[src/rtl/mem_port_arbiter_if.sv]
// -----------------------------------------------------------------------------
// mem_port_arbiter_if
// Bundles the IFU request/response, LSU request/response and shared memory
// port signals of mem_port_arbiter.
//
// Handshake semantics (all *_req channels): a transfer happens on a rising
// clk edge where vld && rdy are both high. A requester holds vld and payload
// stable until rdy; it may drop vld before rdy to cancel the request. rdy
// never depends combinationally on the requester's own payload. Response
// channels (*_rsp_vld) have no back-pressure: they are valid for exactly one
// cycle.
//
// Modports:
//   slave  : the arbiter's view (accepts IFU/LSU requests, drives memory).
//   master : the environment's view (IFU, LSU and memory models).
// -----------------------------------------------------------------------------
interface mem_port_arbiter_if #(
  parameter int ADDR_WIDTH = 32,
  parameter int DATA_WIDTH = 32,
  parameter int DATA_BYTE  = DATA_WIDTH / 8
);
  // IFU fetch channel
  logic                  ifu_req_vld;
  logic                  ifu_req_rdy;
  logic [ADDR_WIDTH-1:0] ifu_req_addr;
  logic                  ifu_rsp_vld;
  logic [DATA_WIDTH-1:0] ifu_rsp_data;

  // LSU load/store channel
  logic                  lsu_req_vld;
  logic                  lsu_req_rdy;
  logic                  lsu_req_we;
  logic [ADDR_WIDTH-1:0] lsu_req_addr;
  logic [DATA_WIDTH-1:0] lsu_req_data;
  logic [DATA_BYTE-1:0]  lsu_req_strb;
  logic                  lsu_rsp_vld;
  logic [DATA_WIDTH-1:0] lsu_rsp_data;

  // Shared memory port
  logic                  mem_req_vld;
  logic                  mem_req_rdy;
  logic                  mem_req_we;
  logic [ADDR_WIDTH-1:0] mem_req_addr;
  logic [DATA_WIDTH-1:0] mem_req_data;
  logic [DATA_BYTE-1:0]  mem_req_strb;
  logic                  mem_rsp_vld;
  logic [DATA_WIDTH-1:0] mem_rsp_data;

  modport slave (
    input  ifu_req_vld, ifu_req_addr,
    output ifu_req_rdy, ifu_rsp_vld, ifu_rsp_data,
    input  lsu_req_vld, lsu_req_we, lsu_req_addr, lsu_req_data, lsu_req_strb,
    output lsu_req_rdy, lsu_rsp_vld, lsu_rsp_data,
    output mem_req_vld, mem_req_we, mem_req_addr, mem_req_data, mem_req_strb,
    input  mem_req_rdy, mem_rsp_vld, mem_rsp_data
  );

  modport master (
    output ifu_req_vld, ifu_req_addr,
    input  ifu_req_rdy, ifu_rsp_vld, ifu_rsp_data,
    output lsu_req_vld, lsu_req_we, lsu_req_addr, lsu_req_data, lsu_req_strb,
    input  lsu_req_rdy, lsu_rsp_vld, lsu_rsp_data,
    input  mem_req_vld, mem_req_we, mem_req_addr, mem_req_data, mem_req_strb,
    output mem_req_rdy, mem_rsp_vld, mem_rsp_data
  );
endinterface

[src/rtl/mem_port_arbiter.sv]
// -----------------------------------------------------------------------------
// mem_port_arbiter
// Shares the core's single memory port between the IFU fetch requester and
// the LSU load/store requester. The granted request is registered onto the
// memory port; an owner FIFO remembers who issued each outstanding
// transaction so in-order memory responses are routed back to the issuer.
// LSU has priority; after STARVE_LIMIT consecutive denied IFU cycles the IFU
// wins arbitration.
//
// Ports:
//   clk, rst         core clock, asynchronous active-high reset
//   bus              mem_port_arbiter_if.slave (IFU, LSU and memory channels)
//   outstanding_cnt  number of issued transactions awaiting a response
//   err_unexp_rsp    sticky: a response arrived with no outstanding owner
// -----------------------------------------------------------------------------
module mem_port_arbiter #(
  parameter int ADDR_WIDTH      = 32,
  parameter int DATA_WIDTH      = 32,
  parameter int DATA_BYTE       = DATA_WIDTH / 8,
  parameter int MAX_OUTSTANDING = 4,
  parameter int STARVE_LIMIT    = 8
) (
  input  logic                               clk,
  input  logic                               rst,
  mem_port_arbiter_if.slave                  bus,
  output logic [$clog2(MAX_OUTSTANDING):0]   outstanding_cnt,
  output logic                               err_unexp_rsp
);

  localparam int PTR_W  = $clog2(MAX_OUTSTANDING);
  localparam int CNT_W  = PTR_W + 1;
  // One extra bit so count + in-flight slot can never wrap in the compare.
  localparam int OCC_W  = PTR_W + 2;
  localparam int WAIT_W = $clog2(STARVE_LIMIT + 1);

  localparam logic [OCC_W-1:0]  MAX_OCC   = OCC_W'(MAX_OUTSTANDING);
  localparam logic [WAIT_W-1:0] WAIT_SAT  = WAIT_W'(STARVE_LIMIT);

  localparam logic OWNER_IFU = 1'b0;
  localparam logic OWNER_LSU = 1'b1;

  // Memory request output register
  logic                  req_vld_q,   req_vld_d;
  logic                  req_we_q,    req_we_d;
  logic [ADDR_WIDTH-1:0] req_addr_q,  req_addr_d;
  logic [DATA_WIDTH-1:0] req_data_q,  req_data_d;
  logic [DATA_BYTE-1:0]  req_strb_q,  req_strb_d;
  logic                  req_owner_q, req_owner_d;

  // Owner FIFO
  logic [MAX_OUTSTANDING-1:0] owner_fifo_q, owner_fifo_d;
  logic [PTR_W-1:0]           wr_ptr_q,     wr_ptr_d;
  logic [PTR_W-1:0]           rd_ptr_q,     rd_ptr_d;
  logic [CNT_W-1:0]           cnt_q,        cnt_d;

  // Starvation counter and error flag
  logic [WAIT_W-1:0] wait_q, wait_d;
  logic              err_q,  err_d;

  logic             slot_free;
  logic [OCC_W-1:0] occupancy;
  logic             can_issue;
  logic             starved;
  logic             grant_lsu;
  logic             grant_ifu;
  logic             push;
  logic             pop;
  logic             fifo_empty;
  logic             head_owner;

  // ---------------------------------------------------------------------------
  // Arbitration. The slot counts toward occupancy because a request sitting in
  // the output register will be pushed into the owner FIFO when it hands off.
  // Only slot_free looks at mem_req_rdy, keeping the ready path short.
  // ---------------------------------------------------------------------------
  assign slot_free = !req_vld_q || bus.mem_req_rdy;
  assign occupancy = {1'b0, cnt_q} + OCC_W'(req_vld_q);
  assign can_issue = !rst && slot_free && (occupancy < MAX_OCC);
  assign starved   = (wait_q >= WAIT_SAT);

  assign grant_lsu = can_issue && bus.lsu_req_vld && !(starved && bus.ifu_req_vld);
  assign grant_ifu = can_issue && bus.ifu_req_vld && !grant_lsu;

  assign bus.ifu_req_rdy = grant_ifu;
  assign bus.lsu_req_rdy = grant_lsu;

  // ---------------------------------------------------------------------------
  // Owner FIFO bookkeeping and response routing
  // ---------------------------------------------------------------------------
  assign fifo_empty = (cnt_q == '0);
  assign push       = req_vld_q && bus.mem_req_rdy;
  assign pop        = bus.mem_rsp_vld && !fifo_empty;
  assign head_owner = owner_fifo_q[rd_ptr_q];

  assign bus.ifu_rsp_vld  = pop && (head_owner == OWNER_IFU);
  assign bus.lsu_rsp_vld  = pop && (head_owner == OWNER_LSU);
  assign bus.ifu_rsp_data = bus.mem_rsp_data;
  assign bus.lsu_rsp_data = bus.mem_rsp_data;

  assign bus.mem_req_vld  = req_vld_q;
  assign bus.mem_req_we   = req_we_q;
  assign bus.mem_req_addr = req_addr_q;
  assign bus.mem_req_data = req_data_q;
  assign bus.mem_req_strb = req_strb_q;

  assign outstanding_cnt = cnt_q;
  assign err_unexp_rsp   = err_q;

  // ---------------------------------------------------------------------------
  // Next-state logic
  // ---------------------------------------------------------------------------
  always_comb begin
    req_vld_d   = req_vld_q;
    req_we_d    = req_we_q;
    req_addr_d  = req_addr_q;
    req_data_d  = req_data_q;
    req_strb_d  = req_strb_q;
    req_owner_d = req_owner_q;

    if (grant_lsu) begin
      req_vld_d   = 1'b1;
      req_we_d    = bus.lsu_req_we;
      req_addr_d  = bus.lsu_req_addr;
      req_data_d  = bus.lsu_req_data;
      req_strb_d  = bus.lsu_req_strb;
      req_owner_d = OWNER_LSU;
    end else if (grant_ifu) begin
      req_vld_d   = 1'b1;
      req_we_d    = 1'b0;
      req_addr_d  = bus.ifu_req_addr;
      req_data_d  = '0;
      req_strb_d  = '0;
      req_owner_d = OWNER_IFU;
    end else if (bus.mem_req_rdy) begin
      // Handshake completed (or slot already empty) and nothing replaces it.
      req_vld_d = 1'b0;
    end
  end

  always_comb begin
    owner_fifo_d = owner_fifo_q;
    wr_ptr_d     = wr_ptr_q;
    rd_ptr_d     = rd_ptr_q;
    cnt_d        = cnt_q;

    if (push) begin
      owner_fifo_d[wr_ptr_q] = req_owner_q;
      wr_ptr_d               = wr_ptr_q + PTR_W'(1);
    end
    if (pop) begin
      rd_ptr_d = rd_ptr_q + PTR_W'(1);
    end
    case ({push, pop})
      2'b10:   cnt_d = cnt_q + CNT_W'(1);
      2'b01:   cnt_d = cnt_q - CNT_W'(1);
      default: cnt_d = cnt_q;
    endcase
  end

  always_comb begin
    wait_d = wait_q;
    if (!bus.ifu_req_vld || grant_ifu) begin
      wait_d = '0;
    end else if (wait_q < WAIT_SAT) begin
      wait_d = wait_q + WAIT_W'(1);
    end

    err_d = err_q || (bus.mem_rsp_vld && fifo_empty);
  end

  // ---------------------------------------------------------------------------
  // State registers
  // ---------------------------------------------------------------------------
  always_ff @(posedge clk or posedge rst) begin
    if (rst) begin
      req_vld_q    <= 1'b0;
      req_we_q     <= 1'b0;
      req_addr_q   <= '0;
      req_data_q   <= '0;
      req_strb_q   <= '0;
      req_owner_q  <= OWNER_IFU;
      owner_fifo_q <= '0;
      wr_ptr_q     <= '0;
      rd_ptr_q     <= '0;
      cnt_q        <= '0;
      wait_q       <= '0;
      err_q        <= 1'b0;
    end else begin
      req_vld_q    <= req_vld_d;
      req_we_q     <= req_we_d;
      req_addr_q   <= req_addr_d;
      req_data_q   <= req_data_d;
      req_strb_q   <= req_strb_d;
      req_owner_q  <= req_owner_d;
      owner_fifo_q <= owner_fifo_d;
      wr_ptr_q     <= wr_ptr_d;
      rd_ptr_q     <= rd_ptr_d;
      cnt_q        <= cnt_d;
      wait_q       <= wait_d;
      err_q        <= err_d;
    end
  end

endmodule

[src/flat_wrapper.sv]
// flat-port wrapper written by rule: the top's interface ports become plain ports
module mem_port_arbiter_flat 
#(
  parameter int ADDR_WIDTH      = 32,
  parameter int DATA_WIDTH      = 32,
  parameter int DATA_BYTE       = DATA_WIDTH / 8,
  parameter int MAX_OUTSTANDING = 4,
  parameter int STARVE_LIMIT    = 8
)
  (clk, rst, outstanding_cnt, err_unexp_rsp, bus_ifu_req_vld, bus_ifu_req_addr, bus_ifu_req_rdy, bus_ifu_rsp_vld, bus_ifu_rsp_data, bus_lsu_req_vld, bus_lsu_req_we, bus_lsu_req_addr, bus_lsu_req_data, bus_lsu_req_strb, bus_lsu_req_rdy, bus_lsu_rsp_vld, bus_lsu_rsp_data, bus_mem_req_vld, bus_mem_req_we, bus_mem_req_addr, bus_mem_req_data, bus_mem_req_strb, bus_mem_req_rdy, bus_mem_rsp_vld, bus_mem_rsp_data);
  mem_port_arbiter_if #(.ADDR_WIDTH(ADDR_WIDTH), .DATA_WIDTH(DATA_WIDTH), .DATA_BYTE(DATA_BYTE)) bus_i ();
  input  logic clk;
  input  logic rst;
  output logic [$clog2(MAX_OUTSTANDING):0] outstanding_cnt;
  output logic err_unexp_rsp;
  input wire logic [$bits(bus_i.ifu_req_vld)-1:0] bus_ifu_req_vld;
  input wire logic [$bits(bus_i.ifu_req_addr)-1:0] bus_ifu_req_addr;
  output wire logic [$bits(bus_i.ifu_req_rdy)-1:0] bus_ifu_req_rdy;
  output wire logic [$bits(bus_i.ifu_rsp_vld)-1:0] bus_ifu_rsp_vld;
  output wire logic [$bits(bus_i.ifu_rsp_data)-1:0] bus_ifu_rsp_data;
  input wire logic [$bits(bus_i.lsu_req_vld)-1:0] bus_lsu_req_vld;
  input wire logic [$bits(bus_i.lsu_req_we)-1:0] bus_lsu_req_we;
  input wire logic [$bits(bus_i.lsu_req_addr)-1:0] bus_lsu_req_addr;
  input wire logic [$bits(bus_i.lsu_req_data)-1:0] bus_lsu_req_data;
  input wire logic [$bits(bus_i.lsu_req_strb)-1:0] bus_lsu_req_strb;
  output wire logic [$bits(bus_i.lsu_req_rdy)-1:0] bus_lsu_req_rdy;
  output wire logic [$bits(bus_i.lsu_rsp_vld)-1:0] bus_lsu_rsp_vld;
  output wire logic [$bits(bus_i.lsu_rsp_data)-1:0] bus_lsu_rsp_data;
  output wire logic [$bits(bus_i.mem_req_vld)-1:0] bus_mem_req_vld;
  output wire logic [$bits(bus_i.mem_req_we)-1:0] bus_mem_req_we;
  output wire logic [$bits(bus_i.mem_req_addr)-1:0] bus_mem_req_addr;
  output wire logic [$bits(bus_i.mem_req_data)-1:0] bus_mem_req_data;
  output wire logic [$bits(bus_i.mem_req_strb)-1:0] bus_mem_req_strb;
  input wire logic [$bits(bus_i.mem_req_rdy)-1:0] bus_mem_req_rdy;
  input wire logic [$bits(bus_i.mem_rsp_vld)-1:0] bus_mem_rsp_vld;
  input wire logic [$bits(bus_i.mem_rsp_data)-1:0] bus_mem_rsp_data;
  assign bus_i.ifu_req_vld = bus_ifu_req_vld;
  assign bus_i.ifu_req_addr = bus_ifu_req_addr;
  assign bus_ifu_req_rdy = bus_i.ifu_req_rdy;
  assign bus_ifu_rsp_vld = bus_i.ifu_rsp_vld;
  assign bus_ifu_rsp_data = bus_i.ifu_rsp_data;
  assign bus_i.lsu_req_vld = bus_lsu_req_vld;
  assign bus_i.lsu_req_we = bus_lsu_req_we;
  assign bus_i.lsu_req_addr = bus_lsu_req_addr;
  assign bus_i.lsu_req_data = bus_lsu_req_data;
  assign bus_i.lsu_req_strb = bus_lsu_req_strb;
  assign bus_lsu_req_rdy = bus_i.lsu_req_rdy;
  assign bus_lsu_rsp_vld = bus_i.lsu_rsp_vld;
  assign bus_lsu_rsp_data = bus_i.lsu_rsp_data;
  assign bus_mem_req_vld = bus_i.mem_req_vld;
  assign bus_mem_req_we = bus_i.mem_req_we;
  assign bus_mem_req_addr = bus_i.mem_req_addr;
  assign bus_mem_req_data = bus_i.mem_req_data;
  assign bus_mem_req_strb = bus_i.mem_req_strb;
  assign bus_i.mem_req_rdy = bus_mem_req_rdy;
  assign bus_i.mem_rsp_vld = bus_mem_rsp_vld;
  assign bus_i.mem_rsp_data = bus_mem_rsp_data;
  mem_port_arbiter #(.ADDR_WIDTH(ADDR_WIDTH), .DATA_WIDTH(DATA_WIDTH), .DATA_BYTE(DATA_BYTE), .MAX_OUTSTANDING(MAX_OUTSTANDING), .STARVE_LIMIT(STARVE_LIMIT)) u_core (.clk(clk), .rst(rst), .bus(bus_i), .outstanding_cnt(outstanding_cnt), .err_unexp_rsp(err_unexp_rsp));
endmodule
[config.mk]
export PLATFORM = sky130hd
export DESIGN_NAME = mem_port_arbiter_flat
export DESIGN_NICKNAME = d
export VERILOG_FILES = /design/src/rtl/mem_port_arbiter_if.sv /design/src/rtl/mem_port_arbiter.sv /design/src/flat_wrapper.sv
export SDC_FILE = /design/constraint.sdc
export NUM_CORES = 1
export LEC_CHECK = 0
export CORE_MARGIN = 2
export CORE_UTILIZATION = 33
export DETAILED_ROUTE_END_ITERATION = 8
export HOLD_SLACK_MARGIN = 0.06
export PLACE_DENSITY = 0.78
export SYNTH_ARGS = -nofsm -noshare
export SYNTH_HDL_FRONTEND = slang
export SYNTH_SLANG_ARGS = --single-unit
[constraint.sdc]
create_clock -name clk -period 3.2 [get_ports clk]
set_clock_uncertainty 0.2 [all_clocks]
set_input_delay 0.64 -clock clk [delete_from_list [all_inputs] [get_ports clk]]
set_output_delay 0.64 -clock clk [all_outputs]
set_load 0.005 [all_outputs]
# Word-level counts from Yosys, hierarchy flattened
# Cells that the tools add are included.
# classes
addsub,6
n_lt_le_gt_ge,6
n_eq_ne,2
muxes,20
bitwise,1
n_reduce_logical,27
# ops
cell,n
32-bit two-way mux,4
4-bit two-way mux,4
1-bit logical AND,13
1-bit two-way mux,8
1-bit zero test,6
2-bit by 3-bit < comparator with 1-bit output (second input constant),2
3-bit one-hot mux with 2 select lines,1
2-bit nonzero test,3
2-bit by 1-bit adder with 2-bit output (second input constant),2
3-bit by 1-bit adder with 4-bit output,1
4-bit by 1-bit adder with 4-bit output (second input constant),1
4-bit bitwise mux,1
4-bit greater-or-equal comparator (second input constant),1
4-bit by 3-bit < comparator with 1-bit output (second input constant),1
4-bit < comparator (second input constant),1
3-bit by 1-bit adder with 3-bit output (second input constant),1
3-bit zero test,1
1-bit logical OR,3
3-bit nonzero test,1
3-bit by 1-bit subtractor with 3-bit output (second input constant),1
1-bit binary-select mux with 2-bit select,1
1-bit demux with 2-bit select,1
2-bit by 1-bit == test with 1-bit output (second input constant),1
2-bit == test (second input constant),1
2 further kinds,2
# word_totals
ff_bits,87
input_bits,139
out_inout_bits,142

# Logic depth before layout (Yosys ltp)
# Gate-level depths: netlist (run 1).
# depth
ltp_word,10
mapped_depth,8

# Worst setup path after synthesis (run 1)
# OpenSTA, ideal clock, no wires.
# synth_timing
path_kind,input to output
startpoint,input bus_lsu_req_vld
endpoint,output bus_lsu_req_rdy
t_arrival_ns,1.436
slack_ns,0.924
path_stages,4
cell_sequence,a21bo_2 buf_2 a211oi_4 buf_2
# synth_via
elab_chain_cells,2
# synth_lines
item,line_no,text
from (decl),flat_wrapper.sv:21,input wire logic [$bits(bus_i.lsu_req_vld)-1:0] bus_lsu_req_vld;
1-bit logical AND (2 in a row),mem_port_arbiter.sv:81,assign grant_lsu = can_issue && bus.lsu_req_vld && !(starved && bus.ifu_req_vld);
to (decl),flat_wrapper.sv:26,output wire logic [$bits(bus_i.lsu_req_rdy)-1:0] bus_lsu_req_rdy;
# No other way between the ends.

# Worst setup path after layout (run 1)
# layout_timing
startpoint,input rst
endpoint,output bus_ifu_req_rdy
# layout_via
elab_chain_cells,7
elab_cells_between_ends,8
classes_between,8 x reduce/logical
# layout_lines
item,line_no,text
from (decl),flat_wrapper.sv:13,input logic rst;
1-bit zero test *,mem_port_arbiter.sv:78,assign can_issue = !rst && slot_free && (occupancy < MAX_OCC);
1-bit logical AND * (2 in a row),mem_port_arbiter.sv:78,
1-bit logical AND (2 in a row),mem_port_arbiter.sv:81,
1-bit zero test,mem_port_arbiter.sv:82,assign grant_ifu = can_issue && bus.ifu_req_vld && !grant_lsu;
1-bit logical AND *,mem_port_arbiter.sv:82,
to (decl),flat_wrapper.sv:18,output wire logic [$bits(bus_i.ifu_req_rdy)-1:0] bus_ifu_req_rdy;
# Every way passes the cells marked *; elsewhere a longest branch is shown, timed or not.

==> qor.txt, run 1 <==
======================================================================================================
Clock share of power ....................................................................        20.1%
Clk Tree Root Cell ...................................................................... sky130_fd_sc_hd__clkbuf_16
Setup Slack @ Placement .................................................................     0.106 ns
Leading register cell type out of synthesis ............................................. sky130_fd_sc_hd__dfrtp_1
Max-cap violations ......................................................................            0
Ys async rst share ......................................................................         100%
Data arrival time of the worst path .....................................................      2.25 ns
Number of levels in the clock H-tree ....................................................            3
CP dominant cell by count ............................................................... sky130_fd_sc_hd__clkdlybuf4s50_1
Element type at the critical path end ...................................................   output pin
Most frequent cells in the layout ....................................................... 184 x sky130_fd_sc_hd__clkdlybuf4s50_1, 87 x sky130_fd_sc_hd__dfrtp_1, 37 x sky130_fd_sc_hd__a22o_1
Synthesized flop and latch total ........................................................           87
Type of the worst setup path ............................................................    in -> out
Total Nets Final ........................................................................          613
Crit share post-route ...................................................................        96.7%
Worst relative slew slack ...............................................................        13.4%
Number of fill cells ....................................................................         1119
Summed area of non-filler cells in the final layout ..................................... 0.00607 sq mm
Detail-routed net length per standard cell .............................................. 19.6 microns
Total Wirelength ........................................................................ 12600 microns
Initial cell density of the core ........................................................        33.7%
Antenna violations before repair ........................................................            0
Int Power ...............................................................................      3500 uW
Required time of the critical path ......................................................      2.36 ns
Post-synth cell types ...................................................................           36
Number of buffers inserted by port buffering ............................................          184
Unrepaired setup endpoints after global routing .........................................        false
Yosys warnings ..........................................................................            0
Sequential power share ..................................................................        38.5%
Diode count .............................................................................            0
Clock latency reported for the late side of the worst-skew pair .........................      0.34 ns
Via count of the first global-routing pass ..............................................         3403
Via density per instance ................................................................         5.03
Global route total overflow .............................................................            0
Layout overhead on the synthesized area .................................................        43.3%
CP bufs+invs ............................................................................            2
Die outline width .......................................................................  117 microns
Most common cell after layout, fill and taps aside ...................................... sky130_fd_sc_hd__clkdlybuf4s50_1
Post-cts sizing count ...................................................................            0
Hold Path Class .........................................................................   reg -> reg
Clock transition at the register clock pins on the worst setup and hold paths after CTS .      0.06 ns
Switching share of total power ..........................................................        30.7%
Detailed-route via count ................................................................         3233
Die area ................................................................................ 0.0137 sq mm
Kind of cell adding the most delay to the critical path ................................. buffers and inverters
Post-synthesis cell count ...............................................................          349
Layout cells sized above 1 ..............................................................        8.70%
Largest stage delay on the critical path ................................................      0.50 ns
Syn_area_per_cell .......................................................................   12.1 sq um
Total DRC errors in the routed layout ...................................................            0
Gr usage total ..........................................................................        17.7%
Hold bufs inserted after CTS ............................................................            0
Maximum count of clock buffers along a single path ......................................            2
Critical Path Fanout Max ................................................................            3
Startpoint class of the critical path ...................................................   input port
Final Setup Violations ..................................................................            0
Weighted congestion at the end of routability-driven global placement ...................        0.737
Synthesized net count ...................................................................          496
Number of enable flip-flop cells after synthesis ........................................            0
Core area ............................................................................... 0.0126 sq mm
Critical-path cell list ................................................................. clkdlybuf4s50_1 -> or2_2 -> a21oi_2 -> and3_1 -> clkdlybuf4s50_1
Transition at the pin with the smallest max-transition slack ............................      1.29 ns
Net switching power .....................................................................      1550 uW
Hpwl dp ................................................................................. 9330 microns
Final number of max-transition violations ...............................................            0
Worst path setup slack after routing ....................................................     0.107 ns
Maximum vdd drop ........................................................................     0.512 mV
Initial DRC count .......................................................................          195
Combined area of all synthesized cells .................................................. 0.00423 sq mm
Portion of total power attributed to combinational logic ................................        41.3%
Pwr Density .............................................................................  832 mW/mm^2
CP max-delay cell ....................................................................... sky130_fd_sc_hd__clkdlybuf4s50_1
Pre-Repair DR Iteration Count ...........................................................            4
CTS tree ................................................................................         done
Die span in y ...........................................................................  117 microns
Maximum number of pins on one net before global-route repair ............................           51
Crit path time final ....................................................................      3.09 ns
Run status .............................................................................. finished, final reports clean
Post-CTS setup-driven buffer insertion count ............................................            0
Number of buffers added by the clock tree synthesis step ................................            9
Setup total negative slack ..............................................................         0 ns
Remaining number of nets flagged by the antenna check after routing .....................            0
Cell Area, Placed ....................................................................... 0.00578 sq mm
Leak ....................................................................................   0.00247 uW
# rows ..................................................................................           41
Final Hold Violating Endpoints ..........................................................            0
Global-route wire length before repair .................................................. 18300 microns
Number of primary I/O pins ..............................................................          281
Fraction of the yosys area taken by sequential cells ....................................        51.4%
Number of clock sinks ...................................................................           87
Upper clock frequency limit .............................................................      323 MHz
======================================================================================================
-- worst reg2reg max path, delay by kind of cell (launching register included) --
kind            cells  cell delay (ns)
simple gates        1             1.01
compound gates      2             0.46
flops               1             0.46
-- area by class of cell --
class	instances	area, sq um	share of cell area (%)
repair buffers	195	1940	31.9
inverters	11	42.5	0.701
flip-flops and latches	87	2180	35.9
clock buffers	9	225	3.71
multi-input cells	162	1410	23.2
clock inverters	7	62.6	1.03
well taps	172	215	3.55
-- cell families (layout without fill, tap and decap cells) --
kind of cell | count (synthesis) | in the layout | synth area share [%]
buffers and inverters | 100 | 222 | 15.4
flip-flops | 87 | 87 | 51.4
XOR/XNOR | 7 | 7 | 1.45
AND/OR/NAND/NOR | 21 | 21 | 2.60
AO/OA/AOI/OAI | 120 | 120 | 24.7
adder cells (fa/ha/maj) | 8 | 8 | 2.54
multiplexers | 6 | 6 | 1.86
-- flip-flops by register name, summed over array words and instances, names as in the netlist --
register                 flops
u_core.outstanding_cnt       3
u_core.bus.mem_req_addr     32
u_core.req_owner_q           1
u_core.bus.mem_req_vld       1
u_core.err_unexp_rsp         1
u_core.wr_ptr_q              2
u_core.bus.mem_req_we        1
u_core.wait_q                4
u_core.bus.mem_req_data     32
u_core.owner_fifo_q          4
u_core.bus.mem_req_strb      4
u_core.rd_ptr_q              2
-- stage by stage --
stage,power [uW],hold slack [ns],util [%],instances
2_1_floorplan,2840,0.251,-,349
3_3_place_gp,3990,0.254,46.0,627
3_5_place_dp,4050,0.249,46.0,627
4_1_cts,5120,0.268,48.3,643
5_1_grt,5360,0.288,48.3,643
6_report,5050,0.269,48.3,643
-- final timing paths --
| path | slack (ns) | cells past startpoint | start | endpoint |
|---|---|---|---|---|
| max reg2reg | 0.99 | 3 | u_core.wait_q[3] | u_core.bus.mem_req_addr[6] |
| max | 0.11 | 5 | rst | bus_ifu_req_rdy |
| min | 0.27 | 1 | u_core.err_unexp_rsp | u_core.err_unexp_rsp |
| min reg2reg | 0.27 | 1 | u_core.err_unexp_rsp | u_core.err_unexp_rsp |
| max in group asynchronous | 1.84 | 3 | rst | u_core.bus.mem_req_addr[2] |
| min in group asynchronous | 0.50 | 3 | rst | u_core.owner_fifo_q[2] |
-- routing by layer --
| layer | share of wire, % | up-vias | global-route usage [%] |
|---|---|---|---|
| li1 | - | 1477 | - |
| met1 | 38 | 1536 | 20.4 |
| met2 | 49 | 198 | 29.7 |
| met3 | 11 | 22 | 7.05 |
| met4 | 1.7 | 0 | 5.96 |
| met5 | 0 | - | 1.11 |
-- cell usage after synthesis, types with 3 or more instances --
master                      count  area share [%]
sky130_fd_sc_hd__nor2b_1        3            0.44
sky130_fd_sc_hd__nand2_1        3            0.27
sky130_fd_sc_hd__buf_4         64              11
sky130_fd_sc_hd__o32ai_1       34             7.0
sky130_fd_sc_hd__a22o_1        37             7.7
sky130_fd_sc_hd__xnor2_1        4            0.83
sky130_fd_sc_hd__dfrtp_1       87              51
sky130_fd_sc_hd__nand3_1        6            0.71
sky130_fd_sc_hd__mux2_2         5             1.3
sky130_fd_sc_hd__inv_1         10            0.89
sky130_fd_sc_hd__a2bb2oi_1     32             6.6
sky130_fd_sc_hd__ha_1           7             2.1
sky130_fd_sc_hd__buf_2         16             1.9
sky130_fd_sc_hd__xor2_1         3            0.62
sky130_fd_sc_hd__a211oi_1       3            0.53
sky130_fd_sc_hd__clkbuf_1       7            0.62
-- power by group through the flow --
stage                     clock (uW)  combinational (uW)  sequential, uW
final                           1020                2090            1950
after floorplan                    0                 923            1910
after global routing            1090                2250            2010
after CTS                       1050                2120            1950
after detailed placement           0                2110            1940
after global placement             0                2060            1940
Note: power is estimated with default switching activity, not from simulation.
==> run 2, diff against run 1 <==
--- a/config.mk
+++ b/config.mk
@@ -6,10 +6,11 @@
 export NUM_CORES = 1
 export LEC_CHECK = 0
 export CORE_MARGIN = 2
-export CORE_UTILIZATION = 33
+export CORE_UTILIZATION = 36
+export CTS_CLUSTER_SIZE = 24
 export DETAILED_ROUTE_END_ITERATION = 8
 export HOLD_SLACK_MARGIN = 0.06
-export PLACE_DENSITY = 0.78
+export PLACE_DENSITY = 0.81
 export SYNTH_ARGS = -nofsm -noshare
 export SYNTH_HDL_FRONTEND = slang
 export SYNTH_SLANG_ARGS = --single-unit
==> constraint.sdc (replaced) <==
create_clock -name clk -period 3 [get_ports clk]
set_clock_uncertainty 0.2 [all_clocks]
set_input_delay 0.6 -clock clk [delete_from_list [all_inputs] [get_ports clk]]
set_output_delay 0.6 -clock clk [all_outputs]
set_load 0.005 [all_outputs]
==> run 2 against run 1 <==
Effect of this change:
- combinational power is 6% higher
- sequential power is 7% higher
- sequential share of layout area hardly changed
==> qor.txt, run 2 (synthesis gave the netlist of run 1 again) <==
======================================================================================================
Maximum vdd drop ........................................................................     0.423 mV   was 0.512 mV
Critical Path Fanout Max ................................................................            3   unchanged
Die span in y ...........................................................................  112 microns   was 117 microns
Summed area of non-filler cells in the final layout ..................................... 0.00606 sq mm   was 0.00607 sq mm
Via count of the first global-routing pass ..............................................         3465   was 3403
Hold bufs inserted after CTS ............................................................            0   unchanged
CTS tree ................................................................................         done   unchanged
Max-cap violations ......................................................................            0   unchanged
Required time of the critical path ......................................................      2.20 ns   was 2.36 ns
Final Hold Violating Endpoints ..........................................................            0   unchanged
Leak ....................................................................................   0.00250 uW   was 0.00247 uW
Core area ............................................................................... 0.0115 sq mm   was 0.0126 sq mm
CP bufs+invs ............................................................................            2   unchanged
Worst relative slew slack ...............................................................        18.2%   was 13.4%
Die area ................................................................................ 0.0126 sq mm   was 0.0137 sq mm
Diode count .............................................................................            0   unchanged
Maximum number of pins on one net before global-route repair ............................           46   was 51
Run status .............................................................................. finished, final reports clean   unchanged
Number of primary I/O pins ..............................................................          281   unchanged
Pre-Repair DR Iteration Count ...........................................................            4   unchanged
CP max-delay cell ....................................................................... sky130_fd_sc_hd__clkdlybuf4s50_1   unchanged
Worst slack on hold paths ...............................................................     0.280 ns   was 0.269 ns
Antenna violations before repair ........................................................            0   unchanged
Total Nets Final ........................................................................          614   was 613
Most common cell after layout, fill and taps aside ...................................... sky130_fd_sc_hd__clkdlybuf4s50_1   unchanged
Setup total negative slack ..............................................................         0 ns   unchanged
Layout cells sized above 1 ..............................................................        8.69%   was 8.70%
Element type at the critical path end ...................................................   output pin   unchanged
Via density per instance ................................................................         5.27   was 5.03
Crit share post-route ...................................................................        98.2%
Number of levels in the clock H-tree ....................................................            3   unchanged
Final number of max-transition violations ...............................................            0   unchanged
Unrepaired setup endpoints after global routing .........................................        false   unchanged
Total Wirelength ........................................................................ 12300 microns   was 12600 microns
CP dominant cell by count ............................................................... sky130_fd_sc_hd__clkdlybuf4s50_1   unchanged
Clock latency reported for the late side of the worst-skew pair .........................      0.33 ns   was 0.34 ns
Die outline width .......................................................................  112 microns   was 117 microns
Weighted congestion at the end of routability-driven global placement ...................        0.779   was 0.737
Transition at the pin with the smallest max-transition slack ............................      1.22 ns   was 1.29 ns
Startpoint class of the critical path ...................................................   input port   unchanged
Upper clock frequency limit .............................................................      339 MHz
Detail-routed net length per standard cell .............................................. 20.1 microns   was 19.6 microns
Kind of cell adding the most delay to the critical path ................................. buffers and inverters   unchanged
Gr usage total ..........................................................................        19.0%   was 17.7%
Initial cell density of the core ........................................................        36.9%   was 33.7%
Cell Area, Placed ....................................................................... 0.00574 sq mm   was 0.00578 sq mm
Critical-path cell list ................................................................. clkdlybuf4s50_1 -> a21bo_2 -> a21oi_2 -> and3_1 -> clkdlybuf4s50_1   was clkdlybuf4s50_1 -> or2_2 -> a21oi_2 -> and3_1 -> clkdlybuf4s50_1
Type of the worst setup path ............................................................    in -> out   unchanged
Global route total overflow .............................................................            0   unchanged
Data arrival time of the worst path .....................................................      2.15 ns   was 2.25 ns
Total DRC errors in the routed layout ...................................................            0   unchanged
Final Setup Violations ..................................................................            0   unchanged
Global-route wire length before repair .................................................. 18900 microns   was 18300 microns
Detailed-route via count ................................................................         3244   was 3233
Initial DRC count .......................................................................          149   was 195
Pwr Density .............................................................................  905 mW/mm^2   was 832 mW/mm^2
# rows ..................................................................................           39   was 41
Largest stage delay on the critical path ................................................      0.49 ns   was 0.50 ns
Maximum count of clock buffers along a single path ......................................            2   unchanged
Most frequent cells in the layout ....................................................... 183 x sky130_fd_sc_hd__clkdlybuf4s50_1, 87 x sky130_fd_sc_hd__dfrtp_1, 37 x sky130_fd_sc_hd__a22o_1   was 184 x sky130_fd_sc_hd__clkdlybuf4s50_1, 87 x sky130_fd_sc_hd__dfrtp_1, 37 x sky130_fd_sc_hd__a22o_1
Layout overhead on the synthesized area .................................................        43.3%   about the same
Crit path time final ....................................................................      2.95 ns
Final core utilization ..................................................................        52.9%   was 48.3%
Hold Path Class .........................................................................   reg -> reg   unchanged
Number of clock sinks ...................................................................           87   unchanged
Hpwl dp ................................................................................. 9270 microns   was 9330 microns
Number of buffers added by the clock tree synthesis step ................................            9   unchanged
Clock transition at the register clock pins on the worst setup and hold paths after CTS .      0.06 ns   about the same
Number of buffers inserted by port buffering ............................................          184   unchanged
Post-CTS setup-driven buffer insertion count ............................................            0   unchanged
Post-cts sizing count ...................................................................            0   unchanged
Clk Tree Root Cell ...................................................................... sky130_fd_sc_hd__clkbuf_16   unchanged
Remaining number of nets flagged by the antenna check after routing .....................            0   unchanged
======================================================================================================
==> run 2: final timing paths <==
check,slack (ns),to,cells after the start,startpoint
max,0.05,bus_ifu_req_rdy,5,bus_mem_req_rdy
min,0.28,u_core.err_unexp_rsp,1,u_core.err_unexp_rsp
max reg2reg,0.84,u_core.bus.mem_req_addr[26],3,u_core.wait_q[3]
min reg2reg,0.28,u_core.err_unexp_rsp,1,u_core.err_unexp_rsp
max in group asynchronous,1.53,u_core.bus.mem_req_data[13],4,rst
min in group asynchronous,0.68,u_core.wait_q[1],4,rst
==> run 2: area by class of cell <==
class / instances / area [sq um]
repair buffers: 196 / 1930
clock buffers: 11 / 243
well taps: 143 / 179
fillers: 996 / 5400
inverters: 11 / 45.0
flip-flops and latches: 87 / 2180
clock inverters: 5 / 78.8
multi-input cells: 162 / 1410
==> run 2: layer usage <==
metal  GRT usage [%]  up-vias  share of wire [%]
met1            22.8     1524                 38
met4            6.02        0                1.5
met2            31.7      224                 48
met3            7.02       14                 12
met5            1.57        -                  0
li1                -     1482                  -
==> run 2: worst reg2reg max path: cells and delay by family, from the launching register on <==
kind | cells | cell delay, ns
AND/OR/NAND/NOR | 1 | 0.96
flip-flops | 1 | 0.46
AO/OA/AOI/OAI | 2 | 0.46
==> run 2: power breakdown <==
group          switching (uW)  total [uW]  internal (uW)
clock network             434        1190            752
registers                 383        2080           1700
logic                     771        2220           1450
total                    1590        5490           3900
==> run 2: metrics by stage <==
step           worst slack, ns  cells  total power [uW]
6_report                0.0531    615              5490
5_1_grt                0.00550    615              5810
4_1_cts               0.000157    615              5570
3_5_place_dp           0.00942    599              4330
3_3_place_gp           0.00199    599              4260
2_1_floorplan            0.804    349              3030
==> run 3, diff against run 2 <==
--- a/config.mk
+++ b/config.mk
@@ -14,3 +14,4 @@
 export SYNTH_ARGS = -nofsm -noshare
 export SYNTH_HDL_FRONTEND = slang
 export SYNTH_SLANG_ARGS = --single-unit
+export TNS_END_PERCENT = 20
==> results of run 3 <==
Same layout as run 2: the final DEF is identical, and so are final timing and power.
